$ cat config.mk
export PLATFORM = sky130hd
export DESIGN_NAME = dense_ocl_slave
export DESIGN_NICKNAME = d
export VERILOG_FILES = /design/src/rtl/dense_ocl_slave.sv
export SDC_FILE = /design/constraint.sdc
export NUM_CORES = 1
export LEC_CHECK = 0
export BUFFER_PORTS_ARGS = -buffer_cell sky130_fd_sc_hd__buf_2
export CORE_MARGIN = 4
export CORE_UTILIZATION = 46
export DETAILED_ROUTE_END_ITERATION = 16
export PLACE_DENSITY = 0.79
export SLEW_MARGIN = 20
export SYNTH_ARGS = -nofsm -noshare
export SYNTH_HDL_FRONTEND = slang
export SYNTH_SLANG_ARGS = --single-unit
$ cat constraint.sdc
create_clock -name clk_main_a0 -period 4.68 [get_ports clk_main_a0]
set_input_delay 0.468 -clock clk_main_a0 [delete_from_list [all_inputs] [get_ports clk_main_a0]]
set_output_delay 0.468 -clock clk_main_a0 [all_outputs]
set_load 0.03 [all_outputs]
$ cat src/rtl/dense_ocl_slave.sv
// AXI4-Lite responder for the dense layer's OCL register window. Turns host writes
// into single-cycle storage strobes and host reads into fixed-latency output_y fetches.
module dense_ocl_slave #(
    parameter int RD_LAT = 2
) (
    input  logic        clk_main_a0,
    input  logic        rst_main,
    input  logic [31:0] sh_ocl_awaddr,
    input  logic        sh_ocl_awvalid,
    output logic        cl_ocl_awready,
    input  logic [31:0] sh_ocl_wdata,
    input  logic [3:0]  sh_ocl_wstrb,
    input  logic        sh_ocl_wvalid,
    output logic        cl_ocl_wready,
    output logic [1:0]  cl_ocl_bresp,
    output logic        cl_ocl_bvalid,
    input  logic        sh_ocl_bready,
    input  logic [31:0] sh_ocl_araddr,
    input  logic        sh_ocl_arvalid,
    output logic        cl_ocl_arready,
    output logic [31:0] cl_ocl_rdata,
    output logic [1:0]  cl_ocl_rresp,
    output logic        cl_ocl_rvalid,
    input  logic        sh_ocl_rready,
    output logic        mem_wr_en,
    output logic [1:0]  mem_wr_sel,
    output logic [12:0] mem_wr_idx,
    output logic [31:0] mem_wr_data,
    output logic        mem_rd_en,
    output logic [6:0]  mem_rd_idx,
    input  logic [31:0] mem_rd_data,
    output logic        core_start,
    input  logic        core_busy,
    input  logic        core_done
);
    typedef enum logic [1:0] {W_IDLE, W_EXEC, W_RESP} wstate_t;
    typedef enum logic [1:0] {R_IDLE, R_WAIT, R_RESP} rstate_t;

    localparam logic [1:0] RESP_OKAY   = 2'd0;
    localparam logic [1:0] RESP_SLVERR = 2'd2;
    localparam logic [1:0] RK_ERR      = 2'd0;
    localparam logic [1:0] RK_Y        = 2'd1;
    localparam logic [1:0] RK_STATUS   = 2'd2;
    localparam logic [1:0] RK_CTRL     = 2'd3;
    localparam logic [2:0] LAT_LOAD    = 3'(RD_LAT);

    // Word address a = addr[31:2]; result is {legal, is_ctrl, sel[1:0], idx[12:0]}.
    function automatic logic [16:0] wr_decode(input logic [29:0] a, input logic [3:0] strb);
        logic [16:0] r;
        r = '0;
        if (a[29:14] == 16'h0 && strb == 4'hF) begin
            if (a[13:6] == 8'h00)
                r = {1'b1, 1'b0, 2'd0, 7'd0, a[5:0]};
            else if (a[13:8] == 6'h00 && (a[7:6] == 2'b01 || a[7:6] == 2'b10))
                r = {1'b1, 1'b0, 2'd1, 6'd0, a[7], a[5:0]};
            else if (a[13:0] == 14'h0400)
                r = {1'b1, 1'b1, 2'd0, 13'd0};
            else if (a[13])
                r = {1'b1, 1'b0, 2'd2, a[12:0]};
        end
        return r;
    endfunction

    // Result is {kind[1:0], idx[6:0]}.
    function automatic logic [8:0] rd_decode(input logic [29:0] a);
        logic [8:0] r;
        r = {RK_ERR, 7'd0};
        if (a[29:14] == 16'h0) begin
            if (a[13:7] == 7'b0000010)
                r = {RK_Y, a[6:0]};
            else if (a[13:0] == 14'h0401)
                r = {RK_STATUS, 7'd0};
            else if (a[13:0] == 14'h0400)
                r = {RK_CTRL, 7'd0};
        end
        return r;
    endfunction

    wstate_t     wstate;
    rstate_t     rstate;
    logic [29:0] awaddr_q;
    logic [31:0] wdata_q;
    logic [3:0]  wstrb_q;
    logic        done;
    logic        done_clr;
    logic [2:0]  lat_cnt;

    logic        aw_have, w_have;
    logic [29:0] wr_addr;
    logic [31:0] wr_data;
    logic [3:0]  wr_strb;
    logic [16:0] wdec;
    logic [8:0]  rdec;
    logic        unused_bits;

    assign unused_bits = ^{sh_ocl_awaddr[1:0], sh_ocl_araddr[1:0]};

    // A half counts as present if already held (ready dropped) or arriving this cycle.
    always_comb begin
        aw_have = !cl_ocl_awready || sh_ocl_awvalid;
        w_have  = !cl_ocl_wready  || sh_ocl_wvalid;
        wr_addr = cl_ocl_awready ? sh_ocl_awaddr[31:2] : awaddr_q;
        wr_data = cl_ocl_wready  ? sh_ocl_wdata : wdata_q;
        wr_strb = cl_ocl_wready  ? sh_ocl_wstrb : wstrb_q;
        wdec    = wr_decode(wr_addr, wr_strb);
        rdec    = rd_decode(sh_ocl_araddr[31:2]);
    end

    always_ff @(posedge clk_main_a0 or posedge rst_main) begin
        if (rst_main) begin
            wstate         <= W_IDLE;
            cl_ocl_awready <= 1'b1;
            cl_ocl_wready  <= 1'b1;
            cl_ocl_bvalid  <= 1'b0;
            cl_ocl_bresp   <= RESP_OKAY;
            awaddr_q       <= '0;
            wdata_q        <= '0;
            wstrb_q        <= '0;
            mem_wr_en      <= 1'b0;
            mem_wr_sel     <= '0;
            mem_wr_idx     <= '0;
            mem_wr_data    <= '0;
            core_start     <= 1'b0;
            done_clr       <= 1'b0;
        end else begin
            mem_wr_en  <= 1'b0;
            core_start <= 1'b0;
            done_clr   <= 1'b0;
            case (wstate)
                W_IDLE: begin
                    if (sh_ocl_awvalid && cl_ocl_awready) begin
                        awaddr_q       <= sh_ocl_awaddr[31:2];
                        cl_ocl_awready <= 1'b0;
                    end
                    if (sh_ocl_wvalid && cl_ocl_wready) begin
                        wdata_q       <= sh_ocl_wdata;
                        wstrb_q       <= sh_ocl_wstrb;
                        cl_ocl_wready <= 1'b0;
                    end
                    if (aw_have && w_have) begin
                        cl_ocl_awready <= 1'b0;
                        cl_ocl_wready  <= 1'b0;
                        mem_wr_en      <= wdec[16] && !wdec[15];
                        core_start     <= wdec[16] && wdec[15] && wr_data[0];
                        done_clr       <= wdec[16] && wdec[15] && wr_data[1];
                        mem_wr_sel     <= wdec[14:13];
                        mem_wr_idx     <= wdec[12:0];
                        mem_wr_data    <= wr_data;
                        cl_ocl_bresp   <= wdec[16] ? RESP_OKAY : RESP_SLVERR;
                        wstate         <= W_EXEC;
                    end
                end
                W_EXEC: begin
                    cl_ocl_bvalid <= 1'b1;
                    wstate        <= W_RESP;
                end
                W_RESP: begin
                    if (sh_ocl_bready) begin
                        cl_ocl_bvalid  <= 1'b0;
                        cl_ocl_awready <= 1'b1;
                        cl_ocl_wready  <= 1'b1;
                        wstate         <= W_IDLE;
                    end
                end
                default: wstate <= W_IDLE;
            endcase
        end
    end

    // A completion arriving alongside a clear must not be lost, so set wins.
    always_ff @(posedge clk_main_a0 or posedge rst_main) begin
        if (rst_main)
            done <= 1'b0;
        else
            done <= core_done || (done && !done_clr);
    end

    always_ff @(posedge clk_main_a0 or posedge rst_main) begin
        if (rst_main) begin
            rstate         <= R_IDLE;
            cl_ocl_arready <= 1'b1;
            cl_ocl_rvalid  <= 1'b0;
            cl_ocl_rdata   <= '0;
            cl_ocl_rresp   <= RESP_OKAY;
            mem_rd_en      <= 1'b0;
            mem_rd_idx     <= '0;
            lat_cnt        <= '0;
        end else begin
            case (rstate)
                R_IDLE: begin
                    if (sh_ocl_arvalid) begin
                        cl_ocl_arready <= 1'b0;
                        case (rdec[8:7])
                            RK_Y: begin
                                mem_rd_en  <= 1'b1;
                                mem_rd_idx <= rdec[6:0];
                                lat_cnt    <= LAT_LOAD;
                                rstate     <= R_WAIT;
                            end
                            RK_STATUS: begin
                                cl_ocl_rdata  <= {30'd0, done, core_busy};
                                cl_ocl_rresp  <= RESP_OKAY;
                                cl_ocl_rvalid <= 1'b1;
                                rstate        <= R_RESP;
                            end
                            RK_CTRL: begin
                                cl_ocl_rdata  <= '0;
                                cl_ocl_rresp  <= RESP_OKAY;
                                cl_ocl_rvalid <= 1'b1;
                                rstate        <= R_RESP;
                            end
                            default: begin
                                cl_ocl_rdata  <= '0;
                                cl_ocl_rresp  <= RESP_SLVERR;
                                cl_ocl_rvalid <= 1'b1;
                                rstate        <= R_RESP;
                            end
                        endcase
                    end
                end
                R_WAIT: begin
                    mem_rd_en <= 1'b0;
                    if (lat_cnt == 3'd0) begin
                        cl_ocl_rdata  <= mem_rd_data;
                        cl_ocl_rresp  <= RESP_OKAY;
                        cl_ocl_rvalid <= 1'b1;
                        rstate        <= R_RESP;
                    end else begin
                        lat_cnt <= lat_cnt - 3'd1;
                    end
                end
                R_RESP: begin
                    if (sh_ocl_rready) begin
                        cl_ocl_rvalid  <= 1'b0;
                        cl_ocl_arready <= 1'b1;
                        rstate         <= R_IDLE;
                    end
                end
                default: rstate <= R_IDLE;
            endcase
        end
    end
endmodule

==> out/qor.csv <==
stage,metric,value,unit
sta,Max Slew Vio Count,0,
sta,min cycle time layout,2.91,ns
sta,Layout Skew,0.00763,ns
critical_path,Crit Path Class,register to register,
layout,post-layout util,0.608,
clock_network,# H-tree levels,4,
floorplan,# rows,45,
route,Vias,5354,
critical_path,R2R setup slack,1.77,ns
logic_synthesis,Unique masters post-synth,45,
critical_path,CP Capture Point,core_start,
sta,f_max,343,MHz
clock_network,worst skew pair latency,0.42,ns
layout,nets,934,
sta,fin crit share,0.622,
power_and_ir_drop,PwrDens,608,nW/um2
global_routing,first-pass GRT wire length,27800,um
layout,share of layout cells above drive strength 1,0.460,
global_routing,largest net degree at the start of global routing,106,
sta,Slew headroom,0.377,
critical_path,worst path cell trace,inv_1 -> or4_1 -> nor4_1 -> o211a_1 -> nor3b_1,
clock_network,TritonCTS buffer count,17,
clock_network,CTS tree,yes,
floorplan,die extent in y,134,um
critical_path,CP max FO,23,
layout,design area,9300,um2
min_path,Hold Crit Class,input pin to register,
floorplan,die footprint,17900,um2
clock_network,CTS Buffer Depth,2,
logic_synthesis,Post-synth EDFFs,0,
route,via/cell ratio,5.27,
power_and_ir_drop,Leak,4.60,nW
route,WL/cell,17.1,um
placed_design,DP Wirelength,12500,um
logic_synthesis,fraction of registers with async set or reset after synthesis,1.00,
logic_synthesis,Syn Std Cell Area,7260,um2
logic_synthesis,post-synthesis sequential area ratio,0.590,
critical_path,slowest cell on the critical path,dfstp_2,
power_and_ir_drop,worst vdd ir,0.360,mV
layout,FILL cells,1284,
floorplan,io pins,239,
floorplan,Die Width,134,um
critical_path,CP startpoint,cl_ocl_awready,
route,DRC errors left,0,
critical_path,crit path capture type,register,
sta,final setup fails,0,
logic_synthesis,warnings from Yosys,0,
sta,Slew @ Worst Pin,0.934,ns
critical_path,CP top delay family,simple AND/OR/NAND/NOR gates,
critical_path,crit path DAT,3.24,ns
global_routing,total congestion overflow,0,
route,drt pass-1 iters,4,
critical_path,type of origin of the critical path,register,
floorplan,area of the core,15300,um2
global_routing,initial antenna violation count,2,
clock_network,TritonCTS Sinks,171,
run,Max Cap Violations,0,
route,Antenna Nets Post-Route,0,
global_routing,All-Layer GR Usage,0.196,
route,post-detailed-routing wire length,17400,um
sta,Post-Route Setup TNS,0,ns
clock_network,clock slew at reported path FFs,0.07,ns
layout,"commonest non-fill, non-tap cell in the layout",buf_2,
layout,most frequent cells in the layout,"buf_2 (232), dfrtp_1 (168), mux2_2 (87)",
critical_path,worst reg2reg path startpoint,cl_ocl_awready,
critical_path,Reg2Reg Capture Point,core_start,
placed_design,gpl congestion,0.793,
critical_path,CP Data Required Time,5.00,ns
clock_network,post-CTS setup buffers,0,
placed_design,Buffers on Ports,232,
logic_synthesis,Yosys reg bits,171,
min_path,Hold Crit Start,core_done,
critical_path,WP depth,5,
global_routing,vias in the first global route,5303,
logic_synthesis,Post-Synthesis Cells,565,
critical_path,Reg2Reg Depth,5,
sta,RSZ-0062 raised after global routing,no,
clock_network,CTS Root Buffer Type,clkbuf_16,
critical_path,Buf/Inv on CP,1,
logic_synthesis,prevailing post-synth register cell,dfrtp_1,
status,outcome,completed,
critical_path,Crit path largest cell delay,0.85,ns
layout,Syn-to-layout area delta,28.1,%
sta,Final Hold Fails,0,
placed_design,placed cell areas,8610,um2
logic_synthesis,synthesized area per cell,12.9,um2
floorplan,Initial Utilization,0.474,
route,DR iter-0 viols,205,
-- cells in the mapped netlist, types with 5 or more instances --
cell      number  area (um2)
dfrtp_1      168        4200
mux2_2        87         980
nand2_1       43         161
o21ai_0       40         200
mux2i_1       35         350
a22o_1        34         298
nor4_1        18         113
inv_1         15        56.3
clkbuf_1      14        52.6
a32o_1        13         130
buf_1         10        37.5
nor2_1        10        37.5
a21oi_1        8        40.0
nand4_1        5        31.3
nor2b_1        5        31.3
-- area by class of cell --
class	instances	area (um2)	share of cell area
Clock inverter	15	256	0.0276
Inverter	15	60.1	0.00646
Clock buffer	17	425	0.0457
Multi-Input combinational cell	347	2790	0.300
Tap cell	211	264	0.0284
Sequential cell	171	4280	0.460
Timing Repair Buffer	238	1220	0.131
Antenna cell	2	5.00	0.000538
-- per-layer routing --
metal / wire [um] / up-vias / part of all wire / track usage
met5: 0 / - / 0 / 0
met2: 8440 / 177 / 0.48 / 0.319
met1: 7460 / 2621 / 0.43 / 0.250
li1: - / 2532 / - / -
met3: 1190 / 24 / 0.068 / 0.0563
met4: 330 / 0 / 0.019 / 0.0726
-- how the worst min path moves through the flow --
stage	end	slack [ns]	cells after the start
floorplan	done	0.45	1
global placement	mem_rd_idx[1]	0.38	2
detailed placement	mem_rd_idx[1]	0.38	2
CTS	done	0.21	2
global route	done	0.23	2
finish	done	0.23	2
-- metrics by stage --
stage,worst slack [ns],hold slack (ns),power (mW),cells
after floorplan,2.03,0.450,3.56,566
after global placement,1.67,0.381,4.01,981
after detailed placement,1.65,0.383,4.09,981
after CTS,1.75,0.206,5.72,1014
after global routing,1.62,0.228,5.99,1016
final,1.77,0.231,5.65,1016
-- flip-flops by register name (all words and copies together), names as in the netlist, 3 cells and up --
name,flops
wstrb_q,4
lat_cnt,3
mem_rd_idx,7
cl_ocl_rdata,32
mem_wr_data,32
mem_wr_idx,13
awaddr_q,30
wdata_q,32
-- cells by family (layout without fill, tap and decap cells) --
group	after synthesis	in the layout	share of synthesized area
AOI/OAI and AO/OA	111	111	0.111
adders and majority gates	3	3	0.00517
buffers and inverters	48	285	0.0305
DFF	171	171	0.590
muxes	122	122	0.183
other	1	4	0.000516
and+or+nand+nor	109	109	0.0796
-- report_power, final --
part / leakage, nW / total (mW) / internal (mW) / switching, mW
clock: 0.326 / 1.61 / 1.01 / 0.599
sequential: 2.16 / 2.24 / 1.95 / 0.282
combinational: 2.11 / 1.81 / 0.765 / 1.04
-- what timing repair did --
item                                   in CTS  in global routing
endpoints found under the hold margin       3                  0
gates resized for setup                     0                  0
hold buffers                                1                  0
Power figures use the tool's default switching activity.
